File: config.mk
export PLATFORM = sky130hd
export DESIGN_NAME = reset_request_gen
export DESIGN_NICKNAME = d
export VERILOG_FILES = /design/src/rtl/reset_request_gen.sv
export SDC_FILE = /design/constraint.sdc
export NUM_CORES = 1
export LEC_CHECK = 0
export CAP_MARGIN = 5
export CORE_MARGIN = 1.5
export CORE_UTILIZATION = 30
export DETAILED_ROUTE_END_ITERATION = 10
export GPL_TIMING_DRIVEN = 0
export PLACE_DENSITY_LB_ADDON = 0.1
export SYNTH_ARGS = -nofsm -noshare
export SYNTH_HDL_FRONTEND = slang
export SYNTH_SLANG_ARGS = --single-unit
File: constraint.sdc
create_clock -name clk_0 -period 2.7 [get_ports clk_0]
set_input_delay 0.405 -clock clk_0 [delete_from_list [all_inputs] [get_ports clk_0]]
set_output_delay 0.405 -clock clk_0 [all_outputs]
set_load 0.1 [all_outputs]
File: src/rtl/reset_request_gen.sv
// System-reset request generator: watchdog and keyed software sources,
// fixed-width reset_req pulse, sticky cause and post-pulse hold-off.
module reset_request_gen #(
   parameter int                   WDT_WIDTH      = 24,
   parameter logic [WDT_WIDTH-1:0] WDT_TIMEOUT    = 24'hFFFFFF,
   parameter int                   PULSE_CYCLES   = 32,
   parameter int                   HOLDOFF_CYCLES = 8,
   parameter logic [7:0]           SW_KEY         = 8'hA5
) (
   input  logic                 clk_0,
   input  logic                 por_reset,
   input  logic                 wdt_enable,
   input  logic                 wdt_kick,
   input  logic                 sw_req,
   input  logic [7:0]           sw_key,
   input  logic                 cause_clear,
   output logic                 reset_req,
   output logic [1:0]           reset_cause,
   output logic [WDT_WIDTH-1:0] wdt_count,
   output logic                 busy
);

   localparam int CNT_MAX = (PULSE_CYCLES > HOLDOFF_CYCLES) ?
                            PULSE_CYCLES : HOLDOFF_CYCLES;
   localparam int CNT_W   = $clog2(CNT_MAX + 1);

   typedef enum logic [1:0] {
      IDLE    = 2'd0,
      ASSERT  = 2'd1,
      HOLDOFF = 2'd2
   } state_t;

   state_t               r_state;
   state_t               w_state_nxt;
   logic [CNT_W-1:0]     r_cnt;
   logic [CNT_W-1:0]     w_cnt_nxt;
   logic [WDT_WIDTH-1:0] r_wdt;
   logic [WDT_WIDTH-1:0] w_wdt_nxt;
   logic [1:0]           r_cause;
   logic [1:0]           w_cause_nxt;
   logic                 r_req;
   logic                 r_busy;
   logic                 w_idle;
   logic                 w_wdt_fire;
   logic                 w_sw_fire;
   logic                 w_fire;

   // Sources only count while idle; anything during a pulse or hold-off is dropped
   assign w_idle     = (r_state == IDLE);
   assign w_wdt_fire = w_idle & wdt_enable & ~wdt_kick &
                       (r_wdt == '0);
   assign w_sw_fire  = w_idle & sw_req & (sw_key == SW_KEY);
   assign w_fire     = w_wdt_fire | w_sw_fire;

   always_comb begin
      w_state_nxt = r_state;
      w_cnt_nxt   = r_cnt;
      w_wdt_nxt   = r_wdt;
      w_cause_nxt = r_cause;
      unique case (r_state)
         IDLE: begin
            if (w_fire) begin
               w_state_nxt = ASSERT;
               w_cnt_nxt   = CNT_W'(PULSE_CYCLES - 1);
               w_wdt_nxt   = WDT_TIMEOUT;
            end else if (!wdt_enable || wdt_kick) begin
               w_wdt_nxt = WDT_TIMEOUT;
            end else if (r_wdt != '0) begin
               w_wdt_nxt = r_wdt - 1'b1;
            end
         end
         ASSERT: begin
            w_wdt_nxt = WDT_TIMEOUT;
            if (r_cnt == '0) begin
               w_state_nxt = HOLDOFF;
               w_cnt_nxt   = CNT_W'(HOLDOFF_CYCLES - 1);
            end else begin
               w_cnt_nxt = r_cnt - 1'b1;
            end
         end
         HOLDOFF: begin
            w_wdt_nxt = WDT_TIMEOUT;
            if (r_cnt == '0) begin
               w_state_nxt = IDLE;
            end else begin
               w_cnt_nxt = r_cnt - 1'b1;
            end
         end
         default: begin
            w_state_nxt = IDLE;
            w_cnt_nxt   = '0;
            w_wdt_nxt   = WDT_TIMEOUT;
         end
      endcase
      // A new fire takes priority over a clear in the same cycle
      if (w_fire) begin
         w_cause_nxt = {w_sw_fire, w_wdt_fire};
      end else if (cause_clear) begin
         w_cause_nxt = 2'b00;
      end
   end

   always_ff @(posedge clk_0 or posedge por_reset) begin
      if (por_reset) begin
         r_state <= IDLE;
         r_cnt   <= '0;
         r_wdt   <= WDT_TIMEOUT;
         r_cause <= 2'b00;
         r_req   <= 1'b0;
         r_busy  <= 1'b0;
      end else begin
         r_state <= w_state_nxt;
         r_cnt   <= w_cnt_nxt;
         r_wdt   <= w_wdt_nxt;
         r_cause <= w_cause_nxt;
         r_req   <= (w_state_nxt == ASSERT);
         r_busy  <= (w_state_nxt != IDLE);
      end
   end

   assign reset_req   = r_req;
   assign reset_cause = r_cause;
   assign wdt_count   = r_wdt;
   assign busy        = r_busy;

endmodule

==> out/qor.txt <==
GRT met3 Usage = 3.956%
Final Max Slew Viols = 0
First-pass DRT Iterations = 4
Setup crit end = wdt_count[4]
die height = 84.10 µm
critical path depth = 1
Reg-to-Reg End = wdt_count[9]
placed cells = 321
Top FF cell, synth = dfstp_2
switching power share of the total = 24.77%
Layout Skew = 0.006871 ns
first-pass GRT wire length = 8307 µm
CTS Buf Count = 5
largest net degree at the start of global routing = 37
Leak = 0.9701 nW
Clock Power Share = 36.4%
Setup-failing EPs final = 0
Total Routing Usage GR = 14.68%
WP data required = 2.30 ns
FF+latch count, synth = 36
final hold vios = 0
GRT Max-Usage Layer = met2
grt ovf = 0
Ports = 42
# DRC = 0
Synthesized Nets = 220
Clk pin slew, worst setup/hold paths = 0.07 ns
RD Place Congestion = 0.7756
setup_tns = 0 ns
post-CTS sizing = 0
Setup Fix Bufs, Post-CTS = 0
commonest cells after routing, fill and taps aside = clkdlybuf4s50_1, nand2_1, dfstp_2, nor2_1, dfrtp_1
R2R cell count = 8
Area Growth Syn to Fin = 29.61%
Distinct cells, synth = 47
Synth Cell Area = 1973 µm²
WP data arrival = 2.07 ns
sequential fraction of the synthesis area = 47.18%
clk sinks = 36
# diodes = 0
row cnt = 29
CTS Root Cell = clkbuf_8
I/O Buffers = 41
Setup Crit Path Kind = flop to output pin
CTS Hold Bufs = 0
minimum clock period = 2.474 ns
Hold Crit Class = flop to flop
R2R Setup Slk = 0.44 ns
CP top delay family = buffers and inverters
Starting Density = 31.07%
Sw Pwr = 0.2494 mW
antenna violations before repair = 0
Worst Max-Slew Pin Slew = 0.9972 ns
Pwr Density = 393.7 nW/µm²
Seq pwr share = 54.8%
die width = 84.10 µm
Internal Pwr Total = 0.7574 mW
Post-synth EDFFs = 0
Slew HR = 33.31%
TritonCTS clock tree = built
Peak supply drop = 0.1689 mV
fill count = 616
run status = completed
wire length per cell = 14.87 µm
die area = 7073 µm²
f_max = 0.4042 GHz
layout cell share with drive strength beyond 1 = 17.53%
WP buf/inv = 1
CP max FO = 7
RSZ-0062 raised after global routing = false
vias per inst = 5.174
Worst Setup SP = wdt_count[4]
post-synthesis async set-or-reset flop share = 100.0%
CP max-delay cell = clkdlybuf4s50_1
synth warn = 0
final worst path period share = 91.62%
crit-path cells = clkdlybuf4s50_1
Cells after Synth = 203
Setup crit start kind = flop
Reg2Reg Launch Point = wdt_count[0]
Setup crit end kind = output pin
Clock Tree Buf Depth = 2
nets = 268
vias in the first global route = 1664
GR Layer Usage met2 = 21.45%
worst skew pair latency = 0.29 ns
Initial DRC Count = 87
Max Cap Violations = 0
most common cell after layout, fill and taps aside = clkdlybuf4s50_1
Syn Area/Cell = 9.720 µm²
Logic pwr share = 8.8%
post-detailed-routing wire length = 4878 µm
H-tree Lvls = 2
DP Wirelength = 3342 µm
vias post-DR = 1697
met1 Usage GRT = 21.34%
CP peak stage delay = 1.16 ns
Finished Layout Cells = 328
core region area = 6350 µm²
Final ANT Viol Nets = 0
## through the flow
stage                     setup slack [ns]  util, %  total power [mW]  hold slack (ns)  area [µm²]
final                               0.2261    40.28             1.007           0.4935        2557
after global placement              0.2199    39.05            0.6504           0.4651        2480
after CTS                           0.2179    40.28             1.026           0.4923        2557
after global routing                0.1900    40.28             1.058           0.5161        2557
after floorplan                     0.3057        -            0.6140           0.5390        1973
after detailed placement            0.2139    39.05            0.6507           0.4737        2480
## registers in the layout, summed over array words and instances, names as in the netlist
register / count
reset_req: 1
busy: 1
wdt_count: 24
r_cnt: 6
r_state: 2
reset_cause: 2
## cell usage after synthesis, types with 5 or more instances
master | number | area (µm²)
o31ai_1 | 8 | 60.06
nor3_1 | 8 | 40.04
nand2_1 | 24 | 90.09
or4_1 | 5 | 37.54
nand3_1 | 7 | 35.03
dfrtp_1 | 12 | 300.3
dfstp_2 | 24 | 630.6
inv_1 | 10 | 37.54
nor2_1 | 13 | 48.80
xor2_1 | 6 | 52.55
o21ai_0 | 10 | 50.05
## power groups by stage
stage          Clock (mW)  Combinational (mW)  Sequential, mW
6_report            0.366              0.0886           0.552
5_1_grt             0.406               0.100           0.552
4_1_cts             0.384              0.0906           0.551
3_5_place_dp            0              0.0904           0.560
3_3_place_gp            0              0.0902           0.560
2_1_floorplan           0              0.0430           0.571
## cells by family after synthesis
kind of cell | count (synthesis) | share of synthesized area (%)
AND/OR/NAND/NOR | 90 | 26.25
adder cells (fa/ha/maj) | 4 | 2.410
buffers and inverters | 18 | 3.678
AO/OA/AOI/OAI | 45 | 16.04
flip-flops | 36 | 47.18
XOR/XNOR | 10 | 4.439
## layer usage
layer	up-vias	share of wire (%)
li1	850	-
met4	0	1.1
met3	5	4.3
met1	808	51
met2	34	43
met5	-	0
## layout make-up
cell class	instances	area, µm²	share of cell area, %
multi-input cells	149	969.7	37.92
flip-flops and latches	36	930.9	36.40
repair buffers	41	410.4	16.05
well taps	77	96.34	3.767
clock buffers	6	72.57	2.838
inverters	10	37.54	1.468
plain buffers	8	35.03	1.370
clock inverters	1	5.005	0.1957
## worst min path at each step
| stage | startpoint | endpoint | cells past startpoint |
|---|---|---|---|
| floorplan | r_cnt[2] | r_cnt[2] | 1 |
| global route | wdt_count[0] | wdt_count[0] | 1 |
| finish | wdt_count[0] | wdt_count[0] | 1 |
| detailed placement | wdt_count[0] | wdt_count[0] | 1 |
| global placement | wdt_count[0] | wdt_count[0] | 1 |
| CTS | wdt_count[0] | wdt_count[0] | 1 |
No activity file was read; power rests on OpenSTA's default activity.
